===== config.mk =====
export PLATFORM = sky130hd
export DESIGN_NAME = instruction_fetch_unit
export DESIGN_NICKNAME = d
export VERILOG_FILES = /design/src/rtl/instruction_fetch_unit_pkg.sv /design/src/rtl/instruction_fetch_unit_if_id_register.sv /design/src/rtl/instruction_fetch_unit.sv
export SDC_FILE = /design/constraint.sdc
export NUM_CORES = 1
export LEC_CHECK = 0
export ABC_AREA = 1
export CAP_MARGIN = 20
export CORE_MARGIN = 10
export CORE_UTILIZATION = 40
export DETAILED_ROUTE_END_ITERATION = 12
export MAX_ROUTING_LAYER = met4
export PLACE_DENSITY = 0.74
export SYNTH_ARGS = -nofsm -noshare
export SYNTH_HDL_FRONTEND = slang
export SYNTH_SLANG_ARGS = --single-unit

===== constraint.sdc =====
create_clock -name CLK -period 1.5 [get_ports CLK]
set_clock_uncertainty 0.05 [all_clocks]
set_input_delay 0.3 -clock CLK [delete_from_list [all_inputs] [get_ports CLK]]
set_output_delay 0.3 -clock CLK [all_outputs]
set_load 0.03 [all_outputs]

===== src/rtl/instruction_fetch_unit_pkg.sv =====
// Shared fetch-stage definitions: FSM state encodings, the bubble instruction and the
// default reset PC, also used by the decode stage and the hazard unit.
package instruction_fetch_unit_pkg;

    typedef enum logic [1:0] {
        ST_BOOT  = 2'd0,
        ST_RUN   = 2'd1,
        ST_FAULT = 2'd2
    } fetch_state_e;

    localparam logic [31:0] NOP_INSTR_DEFAULT = 32'h0000_0013;
    localparam logic [31:0] RESET_PC_DEFAULT  = 32'h0000_0000;

    typedef struct packed {
        logic [31:0] instr;
        logic [31:0] pc;
        logic [31:0] pc_plus4;
        logic        valid;
    } ifid_t;

    function automatic logic fetch_addr_bad(input logic [31:0] pc, input logic [31:0] limit);
        return (pc[1:0] != 2'b00) || (pc >= limit);
    endfunction

endpackage


===== src/rtl/instruction_fetch_unit_if_id_register.sv =====
// Generic pipeline register with flush/hold/load controls (flush > hold > load);
// reused by later pipeline stages with the same stall/flush pattern.
module if_id_register
    import instruction_fetch_unit_pkg::*;
#(
    parameter logic [31:0] NOP_INSTR = NOP_INSTR_DEFAULT
) (
    input  logic        clk_i,
    input  logic        rst_i,
    input  logic        load_i,
    input  logic        flush_i,
    input  logic        hold_i,
    input  logic [31:0] instr_i,
    input  logic [31:0] pc_i,
    input  logic [31:0] pc_plus4_i,
    input  logic        valid_i,
    output logic [31:0] instr_o,
    output logic [31:0] pc_o,
    output logic [31:0] pc_plus4_o,
    output logic        valid_o
);

    ifid_t reg_q, reg_d;

    always_comb begin
        reg_d = reg_q;
        if (flush_i) begin
            // Only the payload is cleared; the PC fields keep their last value.
            reg_d.instr = NOP_INSTR;
            reg_d.valid = 1'b0;
        end else if (hold_i) begin
            reg_d = reg_q;
        end else if (load_i) begin
            reg_d.instr    = instr_i;
            reg_d.pc       = pc_i;
            reg_d.pc_plus4 = pc_plus4_i;
            reg_d.valid    = valid_i;
        end
    end

    always_ff @(posedge clk_i) begin
        if (rst_i) begin
            reg_q.instr    <= NOP_INSTR;
            reg_q.pc       <= '0;
            reg_q.pc_plus4 <= 32'd4;
            reg_q.valid    <= 1'b0;
        end else begin
            reg_q <= reg_d;
        end
    end

    assign instr_o    = reg_q.instr;
    assign pc_o       = reg_q.pc;
    assign pc_plus4_o = reg_q.pc_plus4;
    assign valid_o    = reg_q.valid;

endmodule


===== src/rtl/instruction_fetch_unit.sv =====
// RV32IM fetch stage: PC, IF/ID capture, stall/redirect/fault handling.
// Optional FETCH_COUNT/BUBBLE_COUNT outputs when FETCH_PERF_CNT_EN is defined.
module instruction_fetch_unit
    import instruction_fetch_unit_pkg::*;
#(
    parameter logic [31:0] RESET_PC   = RESET_PC_DEFAULT,
    parameter logic [31:0] IMEM_LIMIT = 32'd1024,
    parameter logic [31:0] NOP_INSTR  = NOP_INSTR_DEFAULT
) (
    input  logic        CLK,
    input  logic        RESET,
    input  logic        STALL,
    input  logic        REDIRECT,
    input  logic [31:0] REDIRECT_PC,
    output logic [31:0] IMEM_ADDRESS,
    input  logic [31:0] IMEM_INSTRUCTION,
    output logic [31:0] IFID_INSTRUCTION,
    output logic [31:0] IFID_PC,
    output logic [31:0] IFID_PC_PLUS4,
    output logic        IFID_VALID,
`ifdef FETCH_PERF_CNT_EN
    output logic [31:0] FETCH_COUNT,
    output logic [31:0] BUBBLE_COUNT,
`endif
    output logic        FETCH_FAULT
);

    fetch_state_e state_q, state_d;
    logic [31:0]  pc_q, pc_d;
    logic         fault_q, fault_d;
    logic [31:0]  pc_plus4;
    logic         ifid_load, ifid_flush, ifid_hold;
    logic         bubble;

    assign pc_plus4     = pc_q + 32'd4;
    assign IMEM_ADDRESS = pc_q;
    assign FETCH_FAULT  = fault_q;

    always_comb begin
        state_d    = state_q;
        pc_d       = pc_q;
        fault_d    = fault_q;
        ifid_load  = 1'b0;
        ifid_flush = 1'b0;
        ifid_hold  = 1'b0;
        bubble     = 1'b0;
        unique case (state_q)
            ST_BOOT: begin
                ifid_hold = 1'b1;
                state_d   = ST_RUN;
            end
            ST_RUN: begin
                if (REDIRECT) begin
                    ifid_flush = 1'b1;
                    pc_d       = REDIRECT_PC;
                    bubble     = 1'b1;
                end else if (STALL) begin
                    ifid_hold = 1'b1;
                    bubble    = 1'b1;
                end else if (fetch_addr_bad(pc_q, IMEM_LIMIT)) begin
                    // The faulting word is never captured: the register is flushed instead.
                    ifid_flush = 1'b1;
                    fault_d    = 1'b1;
                    state_d    = ST_FAULT;
                end else begin
                    ifid_load = 1'b1;
                    pc_d      = pc_plus4;
                end
            end
            ST_FAULT: begin
                ifid_flush = 1'b1;
            end
            default: begin
                ifid_flush = 1'b1;
                state_d    = ST_BOOT;
            end
        endcase
    end

    always_ff @(posedge CLK) begin
        if (RESET) begin
            state_q <= ST_BOOT;
            pc_q    <= RESET_PC;
            fault_q <= 1'b0;
        end else begin
            state_q <= state_d;
            pc_q    <= pc_d;
            fault_q <= fault_d;
        end
    end

    if_id_register #(
        .NOP_INSTR (NOP_INSTR)
    ) u_if_id_register (
        .clk_i      (CLK),
        .rst_i      (RESET),
        .load_i     (ifid_load),
        .flush_i    (ifid_flush),
        .hold_i     (ifid_hold),
        .instr_i    (IMEM_INSTRUCTION),
        .pc_i       (pc_q),
        .pc_plus4_i (pc_plus4),
        .valid_i    (1'b1),
        .instr_o    (IFID_INSTRUCTION),
        .pc_o       (IFID_PC),
        .pc_plus4_o (IFID_PC_PLUS4),
        .valid_o    (IFID_VALID)
    );

`ifdef FETCH_PERF_CNT_EN
    logic [31:0] fetch_cnt_q, bubble_cnt_q;

    always_ff @(posedge CLK) begin
        if (RESET) begin
            fetch_cnt_q  <= '0;
            bubble_cnt_q <= '0;
        end else begin
            if (ifid_load) begin
                fetch_cnt_q <= fetch_cnt_q + 32'd1;
            end
            if (bubble) begin
                bubble_cnt_q <= bubble_cnt_q + 32'd1;
            end
        end
    end

    assign FETCH_COUNT  = fetch_cnt_q;
    assign BUBBLE_COUNT = bubble_cnt_q;
`else
    logic unused_bubble;
    assign unused_bubble = bubble;
`endif

endmodule

Yosys cells after proc, flatten, opt, wreduce, memory -nomap -nowiden. Index checks and enable logic that the tools add are counted.

Register bits: 132. Input port bits: 68. Output and inout bits: 130. Logic and storage cells: 48.

$add $sub $neg: 1. Magnitude comparators: 1. Equal/unequal tests: 7. Mux-type cells: 18. Bitwise gates (word level): 5. Reduce and logical (&&, ||, !) cells: 9.

Operator list (number): 32-bit 2-to-1 mux (3); 32-bit by 3-bit adder with 32-bit output, second input constant (1); 32-bit by 11-bit greater-or-equal comparator with 1-bit output, second input constant (1); 1-bit 2-to-1 mux (9); 2-bit != test, second input constant (4); 4-bit AND reduction (2); 2-bit 2-to-1 mux (3); 2-bit case mux with 3 select lines (1); 3-bit AND reduction (2); 1-bit NOT (5); 1-bit case mux with 2 select lines (2); 2-bit by 1-bit == test with 1-bit output, second input constant (1); 2-bit == test, second input constant (1); 2-bit logical NOT (1); 2-bit by 1-bit != test with 1-bit output, second input constant (1); 2-bit AND reduction (1); 2-bit nonzero test (1); 2-bit OR reduction (1); 1-bit logical OR (1).

Logic depth before layout (Yosys ltp). Gate-level depths: netlist of run 1.

Depth after elaboration: 8. Depth in mapped cells: 10. Depth with buffers taken out: 9.

Modules after synthesis. From an unflattened synthesis of run 1, not the netlist that was laid out.

Cell total of the unflattened synthesis: 985. Area total of the unflattened synthesis: 6522.5 um2.

By module, submodules not included: if_id_register (times used 1, cells an instance 565, area each 4007.6 um2, seq. area each 1941.9 um2); instruction_fetch_unit (times used 1, cells an instance 420, area each 2514.9 um2, seq. area each 700.7 um2).

Worst setup path after synthesis of run 1. Ideal clock, no wire load.

Path type: reg-to-reg. Start point: register pc_q[3], in the netlist IMEM_ADDRESS[3]. End point: register pc_q[8], in the netlist IMEM_ADDRESS[8]. Setup time: 112 ps. Data arrival time: 1561 ps. Data required time: 1338 ps. Slack: -224 ps. Cell stages (with the launch flop): 10. Path buffers: 0. Period minus slack after synthesis: 1724 ps. Cell sequence: dfxtp_1 ha_1 nand3_1 nor2_1 nand2_1 and2_1 nand2_1 nand2_1 nor2_1 nor2_1.

Word-level cells in the longest chain between the ends: 4. Elaborated cells between the ends (all ways): 8. Classes of those cells: add/sub (1); order compare (1); eq/ne (1); mux (3); reduce/logical (2).

RTL lines: from (decl) (RTL line instruction_fetch_unit.sv:29) `logic [31:0] pc_q, pc_d;`; from (signal assigned) (RTL line instruction_fetch_unit.sv:87) `pc_q <= pc_d;`; 32-bit by 3-bit adder with 32-bit output / 32-bit by 11-bit greater-or-equal comparator with 1-bit output (equally long branches) (RTL line instruction_fetch_unit.sv:35, instruction_fetch_unit_pkg.sv:22); 32-bit 2-to-1 mux / 1-bit logical OR (equally long branches) (RTL line instruction_fetch_unit.sv:60, instruction_fetch_unit_pkg.sv:22); 32-bit 2-to-1 mux / 2-bit != test (equally long branches); 32-bit 2-to-1 mux / 3-bit AND reduction (equally long branches).

Several ways; a longest one is shown, not always the timed one. The select of a mux whose other input is x is not followed. A chain may end at the register's enable or synchronous reset.

Worst setup path after layout of run 1.
Start point: register pc_q[18], in the netlist IMEM_ADDRESS[18]. End point: register u_if_id_register.reg_q, in the netlist u_if_id_register.instr_o[28].

Word-level cells in the longest chain between the ends: 7. Elaborated cells between the ends (all ways): 12. Classes of those cells: order compare (1); mux (8); reduce/logical (3).

RTL lines: 32-bit by 11-bit greater-or-equal comparator with 1-bit output * (RTL line instruction_fetch_unit_pkg.sv:22) `return (pc[1:0] != 2'b00) || (pc >= limit);`; 1-bit logical OR * (RTL line instruction_fetch_unit_pkg.sv:22); 1-bit 2-to-1 mux (RTL line instruction_fetch_unit.sv:60) `end else if (fetch_addr_bad(pc_q, IMEM_LIMIT)) begin`; 1-bit 2-to-1 mux (RTL line instruction_fetch_unit.sv:57) `end else if (STALL) begin`; 1-bit 2-to-1 mux (RTL line instruction_fetch_unit.sv:53) `if (REDIRECT) begin`; 1-bit case mux with 2 select lines / 1-bit 2-to-1 mux (equally long branches) (RTL line instruction_fetch_unit.sv:47) `unique case (state_q)`; 2-bit OR reduction (no source line) / 2-bit AND reduction (equally long branches); to (signal assigned) (RTL line instruction_fetch_unit_if_id_register.sv:48) `reg_q <= reg_d;`; to (decl) (RTL line instruction_fetch_unit_if_id_register.sv:23) `ifid_t reg_q, reg_d;`.

Every way passes the cells marked *; elsewhere a longest branch is shown, timed or not.

==> run summary, run 1 <==
Die area -> 0.0182 sq mm
Final slew viol count -> 0
Syn Std Cell Area -> 0.00530 sq mm
Clock Latency Late Sink -> 0.41 ns
Row cnt -> 41
Area Growth Syn to Fin -> 86.3%
RSZ-0062 raised after global routing -> yes
Startpoint Class -> flop
Cells after Synth -> 753
Pre-CTS setup slack -> -0.505 ns
Yosys reg bits -> 130
Core Area -> 0.0128 sq mm
Antenna viol nets, final -> 0
Dominant cell type by area after synthesis -> dfxtp_1
Htree depth -> 4
Syn Area/Cell -> 7.04 sq um
Max_slew headroom -> 76.9%
Die height -> 135 um
Hold-fix buffers, CTS -> 0
Share of cells above drive strength 1 -> 45.5%
DRC -> 0
Global-route wire length before repair -> 29.8 mm
Worst-case reg-to-reg path depth -> 9
Fin nets -> 1093
Worst EP arrival -> 1.93 ns
Worst path slowest cell -> dfxtp_2
Crit path time final -> 1.63 ns
Placer Congestion -> 0.872
N_diodes -> 0
Drt pass-1 iters -> 6
GRT busiest layer -> met2
DP Area -> 0.00813 sq mm
Design Power -> 9520 uW
Slowest stage delay, CP -> 0.32 ns
CP required -> 1.80 ns
Post-Route WL -> 20.4 mm
GRT overflow -> 0
Setup Crit Path Kind -> flop to flop
Final Hold Vio Count -> 0
Worst VDD drop -> 740 uV
Slew @ Worst Pin -> 0.347 ns
Die width -> 135 um
Met1 usage -> 23.3%
# clock sinks -> 130
Max_cap viols -> 0
CP Max Fanout -> 8
1st-iter DRT viols -> 399
Violated checks -> setup timing
Hold path cells -> 2
Root buffer cell -> clkbuf_16
Met3 usage -> 6.45%
Total Routing Usage GR -> 21.0%
Final worst setup slack -> -0.128 ns
Pin count of the biggest net entering global routing -> 55
Initial cell density of the core -> 41.5%
Wire per inst -> 16.9 um
Top cell type's share of synthesized area -> 49.1%
Maximum root-to-sink buffer count -> 2
CTS tree -> yes
Clock-pin slew on the worst setup and hold paths -> 0.06 ns
Vias in the first global route -> 5574
Syn Nets -> 823
Initial antenna violation count -> 0
Leakage power -> 0.00454 uW
Layout Cells excl Fill -> 1208
Placed Cells -> 1144
PwrDens -> 965 mW/mm^2
CP cell instances -> nor2_2 -> nand2_1 -> nor2_4 -> nand3_4 -> buf_6 -> a21oi_4 -> inv_4 -> buf_8 -> a21oi_2
Dpl hpwl -> 12.4 mm
FMAX -> 614 MHz
Period utilisation layout -> 109%
Post-route cell area -> 0.00987 sq mm
Final setup vio count -> 126
Top cells by area, synth -> dfxtp_1 (49%), nand3_1 (11%), nand2_1 (11%)
Seq/Total Area, Yosys -> 49.1%
Met2 usage -> 34.7%
Hold slack -> 0.392 ns
CTS Buf Count -> 17
Unique masters post-synth -> 26
Vias -> 5827
HP Class -> flop to flop
Outcome -> finished, violations left
Critical path endpoint category -> flop
YS warnings -> 0
IO Port Bufs -> 197
Drt via density -> 4.82
Ports -> 198
kinds of logic after synthesis:
| family | Yosys count | share of synthesized area (%) |
|---|---|---|
| compound gates | 54 | 5.22 |
| xor+xnor | 5 | 0.827 |
| fa+ha+maj | 2 | 0.472 |
| buf+inv | 151 | 11.5 |
| flops | 130 | 49.1 |
| simple gates | 411 | 32.9 |
final timing paths:
path                             start                      endpoint  slack [ns]
min reg2reg  u_if_id_register.pc_o[18]     u_if_id_register.pc_o[18]        0.39
max                   IMEM_ADDRESS[18]  u_if_id_register.instr_o[28]       -0.13
min          u_if_id_register.pc_o[18]     u_if_id_register.pc_o[18]        0.39
max reg2reg           IMEM_ADDRESS[18]  u_if_id_register.instr_o[28]       -0.13
metrics by stage:
stage,TNS (ns),util [%]
after global placement,-50.46,63.6
after detailed placement,-55.48,63.6
after global routing,-18.02,77.2
final,-9.44,77.2
after CTS,-12.98,73.1
after floorplan,-0.0555,-
metal layers:
layer	wire (um)	vias to the layer above
met2	10300	213
met3	1570	49
met5	0	-
li1	-	2883
met4	563	0
met1	8050	2682
power breakdown:
part / leakage, uW / switching (uW) / internal, uW / total, uW
Clock: 0.000299 / 1510 / 2600 / 4110
Sequential: 0.00107 / 75.6 / 3550 / 3630
Combinational: 0.00317 / 944 / 840 / 1780
sequential cells by signal (all words and copies together), names as in the netlist:
name	count
u_if_id_register.instr_o	32
u_if_id_register.valid_o	1
state_q	2
u_if_id_register.pc_plus4_o	32
u_if_id_register.pc_o	30
FETCH_FAULT	1
IMEM_ADDRESS	32
cells in the final DEF, fill, tap and decap left out, drive strengths merged:
cell type / n
nand2: 156
buf: 133
dfxtp: 130
nor2: 126
nand3: 120
inv: 103
clkbuf: 72
clkdlybuf4s50: 67
clkdlybuf4s15: 52
a21oi: 33
o21ai: 20
xor2: 5
clkinv: 5
nand4: 4
and2: 2
or2: 2
ha: 2
nor4: 1
nor3: 1
a21boi: 1
bufinv: 1
worst max-delay path: cells and delay by family (launching register included):
| family | cells | cell delay [ns] |
|---|---|---|
| AOI/OAI and AO/OA | 2 | 0.29 |
| buffers and inverters | 3 | 0.41 |
| DFF | 1 | 0.32 |
| and+or+nand+nor | 4 | 0.48 |
layout make-up:
cell class,count,area (sq um)
timing repair buffer,299,3050
fill,821,2910
sequential,130,2660
clock buffer,25,527
multi-input combinational,473,2950
clock inverter,7,68.8
inverter,102,395
tap,172,215
cells in the mapped netlist, drive strengths merged:
cell type	instances
a21boi	1
buf	28
nand2	155
and2	2
or2	2
nand3	120
clkbuf	21
nand4	4
inv	102
nor4	1
a21oi	33
nor3	1
o21ai	20
ha	2
dfxtp	130
xor2	5
nor2	126
timing repair:
| item | in CTS | in global routing |
|---|---|---|
| setup endpoints to repair | 237 | 174 |
| endpoints found under the hold margin | 0 | 0 |
| setup buffers | 12 | 9 |
| resized for setup | 388 | 262 |
| pin swaps | 16 | 60 |
| cloned | 9 | 8 |
No activity file was read; power rests on OpenSTA's default activity.
==> inputs of run 2 (changes only) <==
--- a/config.mk
+++ b/config.mk
@@ -8,10 +8,11 @@
 export ABC_AREA = 1
 export CAP_MARGIN = 20
 export CORE_MARGIN = 10
-export CORE_UTILIZATION = 40
+export CORE_UTILIZATION = 43
 export DETAILED_ROUTE_END_ITERATION = 12
 export MAX_ROUTING_LAYER = met4
-export PLACE_DENSITY = 0.74
+export PLACE_DENSITY = 0.75
 export SYNTH_ARGS = -nofsm -noshare
 export SYNTH_HDL_FRONTEND = slang
+export SYNTH_HIERARCHICAL = 1
 export SYNTH_SLANG_ARGS = --single-unit
==> run summary, run 2 <==
Syn Area/Cell -> 6.62 sq um
IO Port Bufs -> 197
Htree depth -> 4
HP Class -> input port to flop
Clock Latency Late Sink -> 0.45 ns
PwrDens -> 932 mW/mm^2
CP required -> 1.79 ns
CP Max Fanout -> 33
Root buffer cell -> clkbuf_16
Leakage power -> 0.00467 uW
Final Hold Vio Count -> 0
Core Area -> 0.0147 sq mm
YS warnings -> 6
Number of flops mapped to enable cells by yosys -> 0
Syn Nets -> 1055
Initial antenna violation count -> 0
Worst VDD drop -> 947 uV
Maximum root-to-sink buffer count -> 2
Final worst setup slack -> -0.556 ns
Post-Route WL -> 28.9 mm
Crit path time final -> 2.06 ns
Global-route wire length before repair -> 39.4 mm
CP cell instances -> nor2_4 -> nand3_2 -> nor2_4 -> buf_4 -> buf_4 -> nand4_4 -> nor2_4 -> buf_6 -> nand2_2 -> buf_12 -> o21ai_1 -> nor2_1
Worst path slowest cell -> dfxtp_2
Pin count of the biggest net entering global routing -> 66
Yosys reg bits -> 132
Fin nets -> 1343
FMAX -> 486 MHz
Cells after Synth -> 985
Worst flop-to-flop path startpoint -> IMEM_ADDRESS[16]
Fillers -> 959
N_diodes -> 0
Unique masters post-synth -> 34
Startpoint Class -> flop
Vias in the first global route -> 7354
Final slew viol count -> 0
Drt pass-1 iters -> 5
Die width -> 143 um
Most common cell after layout, fill and taps aside -> nand2_1
Hold-fix buffers, CTS -> 0
Worst EP arrival -> 2.34 ns
Period utilisation layout -> 137%
Final core utilization -> 77.5%
Area Growth Syn to Fin -> 74.8%
Top cells by area, synth -> dfxtp_1 (41%), nor2_1 (11%), nand2_1 (11%)
Ports -> 198
Vias -> 7929
Slowest stage delay, CP -> 0.35 ns
Antenna viol nets, final -> 0
Ys flop type -> dfxtp_1
Die height -> 143 um
Most frequent cells in the layout -> nand2_1 (179), nor2_1 (174), dfxtp_1 (101), inv_1 (98), buf_4 (98)
RSZ-0062 raised after global routing -> yes
Die area -> 0.0205 sq mm
Worst Setup SP -> IMEM_ADDRESS[16]
Initial cell density of the core -> 44.4%
Placer Congestion -> 0.924
Wire per inst -> 19.7 um
Design Power -> 10600 uW
CTS tree -> yes
Total Routing Usage GR -> 25.0%
Hold slack -> 0.383 ns
Dpl hpwl -> 16.7 mm
DRC -> 0
Hold path cells -> 3
CP dominant cell by count -> nor2_4
Count leader, synth -> nor2_1
# clock sinks -> 132
Max_cap viols -> 0
Drt via density -> 5.39
Pre-CTS setup slack -> -0.554 ns
Seq/Total Area, Yosys -> 40.5%
Row cnt -> 44
Synth async-reset ratio -> 0%
Violated checks -> setup timing
Outcome -> finished, violations left
DP Area -> 0.00961 sq mm
GRT overflow -> 0
Post-route cell area -> 0.0114 sq mm
Top cell type's share of synthesized area -> 40.5%
CTS Buf Count -> 17
Worst-case reg-to-reg path depth -> 12
Final setup vio count -> 129
List of most frequent post-synthesis cells -> nor2_1 (197), nand2_1 (192), dfxtp_1 (132), nand3_1 (102), inv_1 (98)
Critical path endpoint category -> flop
1st-iter DRT viols -> 918
Dominant cell type by area after synthesis -> dfxtp_1
Setup Crit Path Kind -> flop to flop
Syn Std Cell Area -> 0.00652 sq mm
Hold Crit Start -> IMEM_INSTRUCTION[0]
Clock-pin slew on the worst setup and hold paths -> 0.07 ns
Share of cells above drive strength 1 -> 35.2%
-- run 2: worst max-delay path, delay by kind of cell, from the launching register on --
| kind | cells | cell delay, ns |
|---|---|---|
| buf+inv | 4 | 0.54 |
| flops | 1 | 0.35 |
| simple gates | 7 | 0.81 |
| compound gates | 1 | 0.17 |
-- run 2: cells by family after synthesis --
kind of cell / synth area share [%]
simple gates: 34.3
buf+inv: 11.3
compound gates: 11.9
flops: 40.5
xor+xnor: 1.61
fa+ha+maj: 0.384
other cells: 0.0575
-- run 2: timing repair --
item                       CTS  global route
cloned                       9            11
resized for setup          267           131
pin swaps                   12            23
setup buffers               12             9
setup endpoints to repair  206           150
-- run 2: cell type report --
class	count	area, sq um	share of cell area [%]
flip-flops and latches	132	2690	23.6
inverters	101	387	3.39
clock inverters	15	158	1.38
multi-input cells	692	3640	32.0
clock buffers	17	425	3.73
repair buffers	329	3860	33.9
well taps	184	230	2.02
-- run 2: final timing paths --
path | end | slack [ns]
max | u_if_id_register/instr_o[10] | -0.56
max reg2reg | u_if_id_register/instr_o[10] | -0.56
min | u_if_id_register/instr_o[0] | 0.38
min reg2reg | FETCH_FAULT | 0.41
-- run 2: metrics by stage --
stage          instances  TNS, ns
6_report            1470   -60.29
3_5_place_dp        1398   -62.66
5_1_grt             1470   -70.92
4_1_cts             1451   -41.19
3_3_place_gp        1398   -58.15
2_1_floorplan        985   -26.79
-- run 2: per-layer routing --
metal | wire [um] | global-route usage, % | vias up
met5 | 0 | - | -
met4 | 977 | 8.63 | 0
met3 | 2730 | 7.20 | 83
met2 | 14000 | 41.3 | 435
met1 | 11200 | 28.4 | 3713
li1 | - | - | 3698
-- run 2: report_power, final --
part	total (uW)	internal, uW	switching [uW]
combinational	2680	1250	1430
sequential	3680	3610	70.8
clock	4260	2360	1910
total	10600	7220	3410
==> inputs of run 3 (changes only) <==
--- a/config.mk
+++ b/config.mk
@@ -9,6 +9,7 @@
 export CAP_MARGIN = 20
 export CORE_MARGIN = 10
 export CORE_UTILIZATION = 43
+export CTS_CLUSTER_SIZE = 12
 export DETAILED_ROUTE_END_ITERATION = 12
 export MAX_ROUTING_LAYER = met4
 export PLACE_DENSITY = 0.75
==> results of run 3 <==
Same layout as run 2: the final DEF is identical, and so are final timing and power.
